### config.mk
export PLATFORM = sky130hd
export DESIGN_NAME = logic_microoperation_driver
export DESIGN_NICKNAME = d
export VERILOG_FILES = /design/src/rtl/logic_microoperation_driver_pkg.sv /design/src/rtl/logic_microoperation_cmd_fifo.sv /design/src/rtl/logic_microoperation_driver.sv
export SDC_FILE = /design/constraint.sdc
export NUM_CORES = 1
export LEC_CHECK = 0
export CORE_UTILIZATION = 40
export CTS_CLUSTER_DIAMETER = 30
export CTS_CLUSTER_SIZE = 10
export DETAILED_ROUTE_END_ITERATION = 16
export GPL_ROUTABILITY_DRIVEN = 0
export GPL_TIMING_DRIVEN = 0
export PLACE_DENSITY_LB_ADDON = 0.1
export RECOVER_POWER = 25
export SLEW_MARGIN = 5
export SYNTH_ARGS = -nofsm -noshare
export SYNTH_HDL_FRONTEND = slang
export SYNTH_SLANG_ARGS = --single-unit
### constraint.sdc
create_clock -name clock -period 3 [get_ports clock]
set_input_delay 0.45 -clock clock [delete_from_list [all_inputs] [get_ports clock]]
set_output_delay 0.45 -clock clock [all_outputs]
set_load 0.01 [all_outputs]
### src/rtl/logic_microoperation_driver_pkg.sv
// Shared types for the logic-microoperation driver: opcodes, FSM states, default widths
// and a reference evaluator of the logic unit's function.
package logic_microoperation_driver_pkg;

   localparam int unsigned DEF_WIDTH = 4;
   localparam int unsigned DEF_OP_W  = 2;

   typedef enum logic [1:0] {
      OP_AND = 2'b00,
      OP_OR  = 2'b01,
      OP_XOR = 2'b10,
      OP_NOT = 2'b11
   } lu_op_e;

   typedef enum logic [1:0] {
      ST_IDLE,
      ST_WAIT,
      ST_RESP
   } drv_state_e;

   // Operands are zero-extended to 32 bits; callers truncate back to their width.
   function automatic logic [31:0] lu_eval(input logic [1:0] op, input logic [31:0] a,
                                           input logic [31:0] b);
      logic [31:0] r;
      unique case (lu_op_e'(op))
         OP_AND:  r = a & b;
         OP_OR:   r = a | b;
         OP_XOR:  r = a ^ b;
         default: r = ~a;
      endcase
      return r;
   endfunction

endpackage

### src/rtl/logic_microoperation_cmd_fifo.sv
// Synchronous command FIFO, DEPTH x DW, with full/empty flags. Push when full and
// pop when empty are ignored.
module logic_microoperation_cmd_fifo
   import logic_microoperation_driver_pkg::*;
#(
   parameter int unsigned DEPTH = 4,
   parameter int unsigned DW    = DEF_OP_W + 2 * DEF_WIDTH
) (
   input  logic          clock,
   input  logic          reset,
   input  logic          push,
   input  logic          pop,
   input  logic [DW-1:0] wdata,
   output logic [DW-1:0] rdata,
   output logic          full,
   output logic          empty
);

   localparam int unsigned AW = $clog2(DEPTH);

   logic [DW-1:0] mem_q [DEPTH];
   logic [DW-1:0] mem_d [DEPTH];
   logic [AW-1:0] wr_ptr_q, wr_ptr_d;
   logic [AW-1:0] rd_ptr_q, rd_ptr_d;
   logic [AW:0]   count_q, count_d;
   logic          do_push, do_pop;

   assign full    = (count_q == (AW + 1)'(DEPTH));
   assign empty   = (count_q == '0);
   assign rdata   = mem_q[rd_ptr_q];
   assign do_push = push && !full;
   assign do_pop  = pop && !empty;

   always_comb begin
      mem_d    = mem_q;
      wr_ptr_d = wr_ptr_q;
      rd_ptr_d = rd_ptr_q;
      count_d  = count_q;
      if (do_push) begin
         mem_d[wr_ptr_q] = wdata;
         wr_ptr_d        = wr_ptr_q + 1'b1;
      end
      if (do_pop) begin
         rd_ptr_d = rd_ptr_q + 1'b1;
      end
      unique case ({do_push, do_pop})
         2'b10:   count_d = count_q + 1'b1;
         2'b01:   count_d = count_q - 1'b1;
         default: count_d = count_q;
      endcase
   end

   always_ff @(posedge clock) begin
      if (!reset) begin
         wr_ptr_q <= '0;
         rd_ptr_q <= '0;
         count_q  <= '0;
      end else begin
         wr_ptr_q <= wr_ptr_d;
         rd_ptr_q <= rd_ptr_d;
         count_q  <= count_d;
      end
   end

   // Storage needs no reset: entries are only read once counted in.
   always_ff @(posedge clock) begin
      mem_q <= mem_d;
   end

endmodule

### src/rtl/logic_microoperation_driver.sv
// Initiator for the logic-microoperation unit: queues {op,a,b}, issues one at a time,
// returns captured results. Optional result checker: LOGIC_MICROOPERATION_DRIVER_CHECK_EN.
module logic_microoperation_driver
   import logic_microoperation_driver_pkg::*;
#(
   parameter int unsigned WIDTH   = DEF_WIDTH,
   parameter int unsigned OP_W    = DEF_OP_W,
   parameter int unsigned DEPTH   = 4,
   parameter int unsigned LATENCY = 1
) (
   input  logic             clock,
   input  logic             reset,
   input  logic             cmd_valid,
   output logic             cmd_ready,
   input  logic [OP_W-1:0]  cmd_op,
   input  logic [WIDTH-1:0] cmd_a,
   input  logic [WIDTH-1:0] cmd_b,
   output logic [OP_W-1:0]  lu_select,
   output logic [WIDTH-1:0] lu_a,
   output logic [WIDTH-1:0] lu_b,
   input  logic [WIDTH-1:0] lu_data,
   output logic             rsp_valid,
   input  logic             rsp_ready,
   output logic [OP_W-1:0]  rsp_op,
   output logic [WIDTH-1:0] rsp_data,
   output logic             busy,
   output logic             mismatch
);

   localparam int unsigned CMD_W = OP_W + 2 * WIDTH;
   localparam int unsigned CNT_W = (LATENCY > 0) ? $clog2(LATENCY + 1) : 1;

   drv_state_e       state_q, state_d;
   logic [CNT_W-1:0] cnt_q, cnt_d;
   logic [OP_W-1:0]  lu_select_q, lu_select_d;
   logic [WIDTH-1:0] lu_a_q, lu_a_d;
   logic [WIDTH-1:0] lu_b_q, lu_b_d;
   logic             rsp_valid_q, rsp_valid_d;
   logic [OP_W-1:0]  rsp_op_q, rsp_op_d;
   logic [WIDTH-1:0] rsp_data_q, rsp_data_d;
   logic             fifo_pop, fifo_full, fifo_empty;
   logic [CMD_W-1:0] fifo_rdata;

   logic_microoperation_cmd_fifo #(
      .DEPTH (DEPTH),
      .DW    (CMD_W)
   ) u_cmd_fifo (
      .clock (clock),
      .reset (reset),
      .push  (cmd_valid),
      .pop   (fifo_pop),
      .wdata ({cmd_op, cmd_a, cmd_b}),
      .rdata (fifo_rdata),
      .full  (fifo_full),
      .empty (fifo_empty)
   );

   assign cmd_ready = !fifo_full;
   assign busy      = (state_q != ST_IDLE) || !fifo_empty;
   assign lu_select = lu_select_q;
   assign lu_a      = lu_a_q;
   assign lu_b      = lu_b_q;
   assign rsp_valid = rsp_valid_q;
   assign rsp_op    = rsp_op_q;
   assign rsp_data  = rsp_data_q;

   always_comb begin
      state_d     = state_q;
      cnt_d       = cnt_q;
      lu_select_d = lu_select_q;
      lu_a_d      = lu_a_q;
      lu_b_d      = lu_b_q;
      rsp_valid_d = rsp_valid_q;
      rsp_op_d    = rsp_op_q;
      rsp_data_d  = rsp_data_q;
      fifo_pop    = 1'b0;
      unique case (state_q)
         ST_IDLE: begin
            if (!fifo_empty) begin
               fifo_pop                         = 1'b1;
               {lu_select_d, lu_a_d, lu_b_d}    = fifo_rdata;
               cnt_d                            = CNT_W'(LATENCY);
               state_d                          = ST_WAIT;
            end
         end
         ST_WAIT: begin
            if (cnt_q != '0) begin
               cnt_d = cnt_q - 1'b1;
            end else begin
               rsp_data_d  = lu_data;
               rsp_op_d    = lu_select_q;
               rsp_valid_d = 1'b1;
               state_d     = ST_RESP;
            end
         end
         ST_RESP: begin
            if (rsp_ready) begin
               rsp_valid_d = 1'b0;
               state_d     = ST_IDLE;
               // Back-to-back issue: the next command is popped on the same edge the result leaves.
               if (!fifo_empty) begin
                  fifo_pop                      = 1'b1;
                  {lu_select_d, lu_a_d, lu_b_d} = fifo_rdata;
                  cnt_d                         = CNT_W'(LATENCY);
                  state_d                       = ST_WAIT;
               end
            end
         end
         default: state_d = ST_IDLE;
      endcase
   end

   always_ff @(posedge clock) begin
      if (!reset) begin
         state_q     <= ST_IDLE;
         cnt_q       <= '0;
         lu_select_q <= '0;
         lu_a_q      <= '0;
         lu_b_q      <= '0;
         rsp_valid_q <= 1'b0;
         rsp_op_q    <= '0;
         rsp_data_q  <= '0;
      end else begin
         state_q     <= state_d;
         cnt_q       <= cnt_d;
         lu_select_q <= lu_select_d;
         lu_a_q      <= lu_a_d;
         lu_b_q      <= lu_b_d;
         rsp_valid_q <= rsp_valid_d;
         rsp_op_q    <= rsp_op_d;
         rsp_data_q  <= rsp_data_d;
      end
   end

`ifdef LOGIC_MICROOPERATION_DRIVER_CHECK_EN
   logic             mismatch_q, mismatch_d;
   logic [WIDTH-1:0] expected;

   assign expected = WIDTH'(lu_eval(lu_select_q[1:0], 32'(lu_a_q), 32'(lu_b_q)));
   assign mismatch = mismatch_q;

   always_comb begin
      mismatch_d = mismatch_q;
      if ((state_q == ST_WAIT) && (cnt_q == '0) && (lu_data != expected)) begin
         mismatch_d = 1'b1;
      end
   end

   always_ff @(posedge clock) begin
      if (!reset) begin
         mismatch_q <= 1'b0;
      end else begin
         mismatch_q <= mismatch_d;
      end
   end
`else
   assign mismatch = 1'b0;
`endif

endmodule

==> metrics.md, run 1 <==
| Metric | Value |
|---|---|
| Outcome | complete, but fails checks |
| Failing checks | design-rule violations |
| Min-delay src | lu_b[2] |
| FMAX | 355 MHz |
| First-pass GRT wire length | ~8500 um |
| Max-cap violations | 0 |
| Top cells by area, synth | edfxtp_1, dfxtp_1, mux4_2 |
| Post-Syn Area | approximately 2700 sq um |
| CTS tree | yes |
| Post-route DRC | 4 |
| Most frequent cell after synthesis | edfxtp_1 |
| H-tree depth | 3 |
| Fin. Hold Viols | 0 |
| Clock skew | 0.00508 ns |
| Area Growth Syn to Fin | 23.8% |
| Reg-to-reg critical path startpoint | state_q[1] |
| Cell accounting for the most synthesized area | edfxtp_1 |
| Gr ovfl total | 0 |
| N_diodes | 0 |
| Post-CTS Setup Repair Bufs | 0 |
| CP cell instances | clkdlybuf4s50_1 > and2b_1 > nor3_2 > buf_6 > ha_1 > inv_1 > fa_1 > xor2_1 > or3_2 > a21oi_1 |
| Critical path data arrival time | 3.07 ns |
| Yosys reg bits | 67 |
| Post-CTS resize count | 0 |
| Syn Nets | slightly above 200 |
| Ports | 38 |
| Full die area | between 7000 and 8000 sq um |
| Finished Layout Cells | roughly 300 |
| Number of global-route vias before repair | 1661 |
| Leak pwr | 1.14 nW |
| Die Y-Extent | between 80 and 90 um |
| Final Core Density | 0.516 |
| Yosys warning total | 0 |
| Vias | 1590 |
| Top_reg_cell synth | edfxtp_1 |
| Filler cell count | ~540 |
| Antenna Nets Post-Route | 0 |
| Cell area power density | 893 nW/um^2 |
| Synth unique cells | 40 |
| DR pass1 iterations | 10 |
| Clock slew at reported path FFs | around 0.07 ns |
| Top cell type's share of synthesized area | 0.448 |
| Post-layout minimum cycle time | approximately 2.8 ns |
| Max stage delay on crit path | 0.51 ns |
| Number of synthesized flops with an enable pin | 40 |
| RSZ-0062 raised after global routing | false |
| Hold-fix buffers, CTS | 0 |
| Clock Latency Late Sink | 0.33 ns |
| DPL Wire Length | 3310 um |
| Sequential-to-total area share from yosys stat | 0.650 |
| Clock sink count | 67 |
| Post-route setup TNS | 0 ns |
| Starting Density | 0.417 |
| Most instantiated cells after synthesis | edfxtp_1, dfxtp_1, nand2_1, nor2_1, o2bb2ai_1 |
| Critical Path Start | rsp_ready |
| Final slew viol count | 0 |
| Final instance area | 3320 sq um |
| Kind of critical path | primary input to flop |
| Worst EP required | 3.26 ns |
| Placed cell area | 3130 sq um |
| DR WL/cell | 16.5 um |
| Port Buf Inserts | 35 |
| Final Setup Violations | 0 |
| Slew margin rel. | 0.477 |
| Worst VDD drop | 0.000347 V |
| Die Width | 83.8 um |
| Final net count | 250 |
| Core area | approximately 6400 sq um |
| Site Rows | 29 |
| Critical Path End Type | flop |
| Initial DRC count | 93 |
| Slowest cell on crit path | clkdlybuf4s50_1 |
| Largest net degree at the start of global routing | 12 |
| Syn Area/Cell | 14.9 sq um |
| Initial antenna violation count | 0 |
| Buffer depth of the longest clock path | 2 |
| Worst hold path class | flop to flop |
| Post-Synthesis Cells | 180 |
| Slew @ Worst Pin | 0.779 ns |
| Root Driver | clkbuf_8 |
| Final WL | just over 5000 um |
| CP Max Fanout | 10 |
| GRT Total Usage | 0.162 |
| Layout cell share with drive strength beyond 1 | 0.170 |
| CTS buffer count | 9 |
| Asr flop ratio synth | 0 |
| Startpoint class of the critical path | primary input |
| Crit share post-route | 0.938 |
| DR vias/cell | about 5.2 |
| Placed cells | 292 |
[through the flow]
stage / setup slack, ns / hold slack (ns) / power, mW
2_1_floorplan: 0.589 / 0.483 / 1.90
3_3_place_gp: -0.110 / 0.447 / 2.25
3_5_place_dp: -0.174 / 0.454 / 2.28
4_1_cts: 0.161 / 0.466 / 3.00
5_1_grt: 0.0323 / 0.478 / 3.14
6_report: 0.185 / 0.464 / 2.96
[power by group]
part	total, mW	leakage [nW]	internal (mW)	switching, mW
sequential	1.26	0.588	1.15	0.108
combinational	0.985	0.462	0.521	0.464
clock	0.723	0.0918	0.397	0.325
total	2.96	1.14	2.07	0.898
[state kept, by name, summed over array words and instances (netlist names)]
register	cells
state_q	2
lu_b	4
cnt_q	1
u_cmd_fifo.wr_ptr_q	2
lu_a	4
rsp_op	2
u_cmd_fifo.mem_q	40
u_cmd_fifo.count_q	3
lu_select	2
rsp_valid	1
u_cmd_fifo.rd_ptr_q	2
rsp_data	4
[layout by cell type (no fill, tap or decap), drive strengths merged]
cell / synthesis / layout
nor2b: 1 / 1
clkbuf: 2 / 12
dfxtp: 27 / 27
nor2: 13 / 13
nor3b: 1 / 1
conb: 1 / 1
and3: 4 / 4
ha: 5 / 5
inv: 7 / 7
nor4: 2 / 2
or3b: 1 / 1
nor4b: 1 / 1
dlygate4sd3: 0 / 8
mux4: 10 / 10
o32a: 1 / 1
a21oi: 7 / 7
nand2: 14 / 14
nand3: 2 / 2
nand2b: 2 / 2
o221a: 1 / 1
xor2: 2 / 2
clkinvlp: 0 / 2
bufinv: 0 / 1
buf: 8 / 8
and2b: 1 / 1
o21ai: 1 / 1
nor3: 2 / 2
o2bb2ai: 10 / 10
o31ai: 1 / 1
fa: 1 / 1
or4: 1 / 1
edfxtp: 40 / 40
clkinv: 0 / 2
o21bai: 1 / 1
or3: 1 / 1
mux2i: 7 / 7
clkdlybuf4s50: 0 / 27
a21o: 2 / 2
[per-layer routing]
layer / global-route usage / vias to the layer above / routed length, um
met4: 0.0705 / 0 / 89
met3: 0.0396 / 8 / 168
li1: - / 762 / -
met5: 0 / - / 0
met1: 0.204 / 784 / 2290
met2: 0.264 / 36 / 2520
[critical path, delay by kind of cell]
family          cells  cell delay [ns]
buf+inv             3             0.78
simple gates        3             0.89
xor+xnor            1             0.15
compound gates      1             0.16
fa+ha+maj           2             0.63
[final timing paths]
path / to / slack, ns / depth (start not counted)
setup / recovery: u_cmd_fifo.count_q[2] / 0.19 / 10
hold / removal: lu_b[2] / 0.46 / 2
setup reg to reg: u_cmd_fifo.count_q[2] / 0.46 / 9
hold reg to reg: lu_b[2] / 0.46 / 2
[layout make-up]
cell class	instances	area, sq um	area share
Buffer	10	66.3	0.0200
Clock buffer	10	138	0.0415
Clock inverter	5	53.8	0.0162
Inverter	7	26.3	0.00792
Multi-Input combinational cell	96	845	0.255
Sequential cell	67	1740	0.525
Tap cell	77	96.3	0.0290
Timing Repair Buffer	35	350	0.106
[kinds of logic after synthesis]
kind of cell / count (synthesis) / share of synthesized area
buffers and inverters: 17 / 0.0346
AND/OR/NAND/NOR: 46 / 0.0953
flip-flops: 67 / 0.650
AO/OA/AOI/OAI: 24 / 0.0682
XOR/XNOR: 2 / 0.00654
adder cells (fa/ha/maj): 6 / 0.0308
multiplexers: 17 / 0.113
other: 1 / 0.00140
No activity file was read; power rests on OpenSTA's default activity.
==> run 2: changes to the inputs <==
--- a/config.mk
+++ b/config.mk
@@ -13,6 +13,7 @@
 export GPL_TIMING_DRIVEN = 0
 export PLACE_DENSITY_LB_ADDON = 0.1
 export RECOVER_POWER = 25
+export SETUP_SLACK_MARGIN = 0.4
 export SLEW_MARGIN = 5
 export SYNTH_ARGS = -nofsm -noshare
 export SYNTH_HDL_FRONTEND = slang
==> metrics.md, run 2 (synthesized netlist as in run 1, its figures left out) <==
| Metric | Value |
|---|---|
| Layout cell share with drive strength beyond 1 | 0.189 (+0.0193) |
| CTS tree | yes |
| Core area | 6420 sq um (unchanged) |
| Cell area power density | 899 nW/um^2 (+0.61%) |
| Worst hold path class | flop to flop |
| Failing checks | design-rule violations |
| Antenna Nets Post-Route | 0 (unchanged) |
| Ports | 38 (unchanged) |
| Site Rows | 29 (unchanged) |
| Critical path data arrival time | 2.70 ns (-0.37 ns) |
| Worst EP required | 3.25 ns (about the same) |
| Critical Path End Type | flop |
| Final WL | 5150 um (+1.7%) |
| Most frequent cells in the layout | edfxtp_1, dfxtp_1, clkdlybuf4s50_1, nand2_1, nor2_1 |
| DR vias/cell | 5.18 (about the same) |
| Final net count | 253 (+1.2%) |
| Area Growth Syn to Fin | 24.9% |
| Switch Pwr | 0.912 mW (+1.6%) |
| Final Setup Violations | 0 (unchanged) |
| Fin. Hold Viols | 0 (unchanged) |
| Most flop-heavy register | u_cmd_fifo.mem_q |
| FMAX | 407 MHz (+15%) |
| N_diodes | 0 (unchanged) |
| Full die area | 7030 sq um (unchanged) |
| Kind of critical path | flop to flop |
| DR WL/cell | 16.6 um (+0.72%) |
| Port Buf Inserts | 35 (unchanged) |
| First-pass GRT wire length | 8540 um (+0.98%) |
| Gr ovfl total | 0 (unchanged) |
| CP Max Fanout | 10 (unchanged) |
| RSZ-0062 raised after global routing | false |
| Reg2reg path depth | 9 (unchanged) |
| Part of the power in registers | 0.418 (-0.006) |
| Clock slew at reported path FFs | 0.07 ns (about the same) |
| H-tree depth | 3 (unchanged) |
| Post-route setup TNS | 0 ns (unchanged) |
| Combinational share of power | 0.342 (+0.010) |
| Buffer depth of the longest clock path | 2 (unchanged) |
| GRT Total Usage | 0.164 (+0.00197) |
| Worst VDD drop | 0.000344 V (-0.76%) |
| Initial antenna violation count | 0 (unchanged) |
| R2R Setup Slk | 0.55 ns (+0.09 ns) |
| Starting Density | 0.417 (unchanged) |
| Die Width | 83.8 um (unchanged) |
| Crit share post-route | 0.818 (-0.120) |
| Root Driver | clkbuf_8 |
| Max stage delay on crit path | 0.43 ns (-0.08 ns) |
| Clock skew | 0.00677 ns (+0.00169 ns) |
| Number of flip-flops in the largest register | 40 (unchanged) |
| RR Endpoint | u_cmd_fifo.count_q[2] |
| Hold-fix buffers, CTS | 0 (unchanged) |
| CP cell instances | or3b_1 > buf_6 > nand2_1 > ha_1 > inv_1 > fa_1 > xor2_1 > or3_2 > a21oi_1 |
| Switching part of the total | 0.303 (+0.000390) |
| Initial DRC count | 87 (-6.5%) |
| CTS buffer count | 9 (unchanged) |
| Critical Path End | u_cmd_fifo.count_q[2] |
| Reg-to-reg critical path startpoint | u_cmd_fifo.count_q[0] |
| Clock Latency Late Sink | 0.33 ns (about the same) |
| Startpoint class of the critical path | flop |
| Leak pwr | 1.16 nW (+1.6%) |
| Slew margin rel. | 0.511 (+0.0347) |
| Outcome | complete, but fails checks |
| Max-cap violations | 0 (unchanged) |
| Clock sink count | 67 (unchanged) |
| Clk pwr share | 0.240 (-0.004) |
| Slew @ Worst Pin | 0.727 ns (-0.0516 ns) |
| DPL Wire Length | 3310 um (unchanged) |
| Number of global-route vias before repair | 1682 (+1.3%) |
| Critical Path Start | u_cmd_fifo.count_q[0] |
| Pint | 2.10 mW (+1.5%) |
| Post-route DRC | 4 (unchanged) |
| Slowest cell on crit path | fa_1 |
| Die Y-Extent | 83.8 um (unchanged) |
| Most common cell after layout, fill and taps aside | edfxtp_1 |
| Slack of the critical path | 0.546 ns (+0.361 ns) |
| Setup WS pre-CTS | -0.174 ns (unchanged) |
| Largest net degree at the start of global routing | 12 (unchanged) |
| Final slew viol count | 0 (unchanged) |
| DR pass1 iterations | 10 (unchanged) |
| Vias | 1606 (+1.0%) |
| Post-layout minimum cycle time | 2.45 ns (-0.361 ns) |
## run 2: worst max-delay path, delay by kind of cell, from the launching register on
kind	cells	cell delay [ns]
xor gates and xnor gates	1	0.15
and+or+nand+nor	3	0.87
adders and majority gates	2	0.61
buffers and inverters	2	0.22
DFF	1	0.37
AOI/OAI and AO/OA	1	0.16
## run 2: worst min-delay path by stage
stage	cells after the start	end	startpoint	slack (ns)
5_1_grt	2	lu_b[3]	lu_b[3]	0.48
3_3_place_gp	2	lu_a[0]	lu_a[0]	0.45
4_1_cts	2	lu_b[2]	lu_b[2]	0.47
6_report	2	lu_a[2]	lu_a[2]	0.46
2_1_floorplan	2	lu_a[0]	lu_a[0]	0.48
3_5_place_dp	2	lu_b[2]	lu_b[2]	0.45
## run 2: layer usage
layer	global-route usage	wire length (um)
met1	0.204	2330
met2	0.271	2540
met3	0.0396	178
met4	0.0705	93
met5	0	0
## run 2: area by class of cell
class                      instances  area (sq um)
multi-input combinational         96           852
clock inverter                     5          53.8
clock buffer                      10           138
sequential                        67          1740
buffer                            10          66.3
tap                               77          96.3
fill                             543          3080
inverter                           7          26.3
timing repair buffer              38           372
## run 2: power groups by stage
stage	registers, mW	clock network [mW]	logic [mW]
after floorplan	1.29	0	0.611
after global placement	1.27	0	0.979
after detailed placement	1.28	0	1.00
after CTS	1.26	0.736	1.04
after global routing	1.28	0.774	1.13
final	1.26	0.722	1.03
## run 2: timing repair
item                       CTS  global route
resized for setup            3             1
pin swaps                    1             0
setup endpoints to repair    1             1
setup buffers                3             0
## run 2: through the flow
stage | util | instances | cell area (sq um) | hold slack (ns) | total power [mW]
floorplan | - | 180 | 2680 | 0.483 | 1.90
global placement | 0.487 | 292 | 3130 | 0.447 | 2.25
detailed placement | 0.487 | 292 | 3130 | 0.454 | 2.28
CTS | 0.521 | 310 | 3350 | 0.466 | 3.04
global route | 0.521 | 310 | 3350 | 0.479 | 3.19
finish | 0.521 | 310 | 3350 | 0.465 | 3.01
==> run 3: changes to the inputs <==
==> constraint.sdc (replaced) <==
create_clock -name clock -period 2.4 [get_ports clock]
set_input_delay 0.36 -clock clock [delete_from_list [all_inputs] [get_ports clock]]
set_output_delay 0.36 -clock clock [all_outputs]
set_load 0.01 [all_outputs]
==> metrics.md, run 3 (synthesized netlist as in run 1, its figures left out) <==
| Metric | Value |
|---|---|
| Most common cell after layout, fill and taps aside | edfxtp_1 |
| R2R Setup Slk | 0.29 ns (-0.26 ns) |
| Reg-to-reg critical path startpoint | u_cmd_fifo.count_q[0] |
| Critical Path End Type | flop |
| Number of flip-flops in the largest register | 40 (unchanged) |
| Max stage delay on crit path | 0.39 ns (-0.04 ns) |
| Clock slew at reported path FFs | 0.07 ns (about the same) |
| Post-layout minimum cycle time | 2.11 ns (-0.345 ns) |
| Outcome | complete, but fails checks |
| Most frequent cells in the layout | edfxtp_1, dfxtp_1, clkdlybuf4s50_1, nor2_1, nand2_1 |
| RSZ-0062 raised after global routing | true |
| Min-delay src | lu_a[1] |
| GRT Total Usage | 0.160 (-0.00392) |
| Critical path data arrival time | 2.37 ns (-0.33 ns) |
| Ports | 38 (unchanged) |
| Port Buf Inserts | 35 (unchanged) |
| CP Buf/Inv Count | 2 (unchanged) |
| Family with the most delay on the worst path | simple AND/OR/NAND/NOR gates |
| Antenna Nets Post-Route | 0 (unchanged) |
| Most flop-heavy register | u_cmd_fifo.mem_q |
| Fin. Hold Viols | 0 (unchanged) |
| Slowest cell on crit path | or3b_4 |
| Number of global-route vias before repair | 1724 (+2.5%) |
| Filler cell count | 551 (+1.5%) |
| Leak pwr | 1.23 nW (+6.2%) |
| Reg2reg path depth | 9 (unchanged) |
| Met2 usage | 0.259 (-0.0127) |
| Site Rows | 29 (unchanged) |
| Final WL | 5160 um (+0.29%) |
| Failing checks | design-rule violations |
| Worst VDD drop | 0.000393 V (+14%) |
| Met1 Use GR | 0.199 (-0.00509) |
| RR Endpoint | u_cmd_fifo.count_q[2] |
| Worst EP required | 2.66 ns (-0.59 ns) |
| DR WL/cell | 16.2 um (-2.5%) |
| Post-route DRC | 2 (-2) |
| Root Driver | clkbuf_8 |
| Finished Layout Cells | 319 (+2.9%) |
| Core area | 6420 sq um (unchanged) |
| WHS Path Cells | 2 (unchanged) |
| Footprint of the multi-input gates | 891 sq um (+4.6%) |
| Initial antenna violation count | 0 (unchanged) |
| Slew margin rel. | 0.543 (+0.0317) |
| Crit share post-route | 0.879 (+0.0608) |
| Die Width | 83.8 um (unchanged) |
| Startpoint class of the critical path | flop |
| Vias | 1637 (+1.9%) |
| FMAX | 474 MHz (+16%) |
| Worst Hold Slack | 0.465 ns (+0.000444 ns) |
| Clock skew | 0.00461 ns (-0.00216 ns) |
| CP Max Fanout | 4 (-6) |
| CTS tree | yes |
| DR pass1 iterations | 10 (unchanged) |
| Placed cells | 292 (unchanged) |
| Kind of critical path | flop to flop |
| Min-Delay Endpoint | lu_a[1] |
| Area Growth Syn to Fin | 29.8% |
| Buffer depth of the longest clock path | 2 (unchanged) |
| Clock sink count | 67 (unchanged) |
| Gr ovfl total | 0 (unchanged) |
| Die Y-Extent | 83.8 um (unchanged) |
| Layout cell share with drive strength beyond 1 | 0.256 (+0.0674) |
| Critical Path Start | u_cmd_fifo.count_q[0] |
| DPL Wire Length | 3360 um (+1.5%) |
| CP cell instances | or3b_4 > buf_6 > nand2_4 > ha_4 > inv_2 > fa_2 > xor2_1 > or3_4 > a21oi_2 |
| DR vias/cell | 5.13 (-0.95%) |
| H-tree depth | 3 (unchanged) |
| Met3 usage | 0.0406 (+0.000989) |
| Final Setup Violations | 0 (unchanged) |
| Final slew viol count | 0 (unchanged) |
| Cell area power density | 1160 nW/um^2 (+29%) |
| Final net count | 261 (+3.2%) |
| CTS buffer count | 9 (unchanged) |
| Initial DRC count | 77 (-11%) |
| Placed cell area | 3150 sq um (+0.84%) |
| Slew @ Worst Pin | 0.680 ns (-0.0472 ns) |
| First-pass GRT wire length | 8340 um (-2.4%) |
| FF/Latch Area | 1750 sq um (+0.43%) |
| Final instance area | 3480 sq um (+3.9%) |
| Clock Latency Late Sink | 0.32 ns (about the same) |
| Worst hold path class | flop to flop |
| Top Usage Layer GRT | met2 |
| N_diodes | 0 (unchanged) |
| Final Core Density | 0.542 (+0.0205) |
| Max-cap violations | 0 (unchanged) |
| Starting Density | 0.417 (unchanged) |
| Full die area | 7030 sq um (unchanged) |
| Largest net degree at the start of global routing | 13 (+1) |
[run 3: metal layers]
layer  up-vias  wire [um]
met1       811       2320
met5         -          0
li1        786          -
met4         0         45
met3         4        202
met2        36       2590
[run 3: how the worst max path moves through the flow]
stage | endpoint | slack (ns) | depth (start not counted)
CTS | u_cmd_fifo.count_q[2] | 0.27 | 9
detailed placement | u_cmd_fifo.count_q[2] | -0.40 | 10
finish | u_cmd_fifo.count_q[2] | 0.29 | 9
floorplan | u_cmd_fifo.count_q[2] | 0.28 | 9
global placement | u_cmd_fifo.count_q[2] | -0.35 | 10
global route | u_cmd_fifo.count_q[2] | 0.22 | 9
[run 3: worst min-delay path: cells and delay by family, from the launching register on]
family          cells  cell delay [ns]
flops               1             0.31
compound gates      1             0.06
simple gates        1             0.05
[run 3: layout make-up]
class / instances / area share
buffer: 10 / 0.0191
clock buffer: 9 / 0.0356
clock inverter: 7 / 0.0263
inverter: 7 / 0.00755
multi-input combinational: 96 / 0.256
sequential: 67 / 0.503
tap: 77 / 0.0277
timing repair buffer: 46 / 0.124
[run 3: metrics by stage]
| stage | setup slack [ns] | TNS, ns | total power [mW] |
|---|---|---|---|
| finish | 0.291 | 0 | 4.02 |
| global route | 0.221 | 0 | 4.24 |
| CTS | 0.273 | 0 | 4.03 |
| detailed placement | -0.398 | -0.647 | 2.90 |
| global placement | -0.349 | -0.539 | 2.86 |
| floorplan | 0.281 | 0 | 2.43 |
[run 3: where the power goes]
group          internal [mW]  total, mW  switching [mW]
clock                  0.583       1.00           0.421
sequential              1.44       1.58           0.134
combinational          0.792       1.44           0.648
total                   2.82       4.02            1.20
[run 3: repair_timing]
action                     4_1_cts  5_1_grt
hold buffers                     0        0
setup endpoints to repair        4        3
pin swaps                        4        3
gates resized for setup         11        2
setup buffers                    8        3
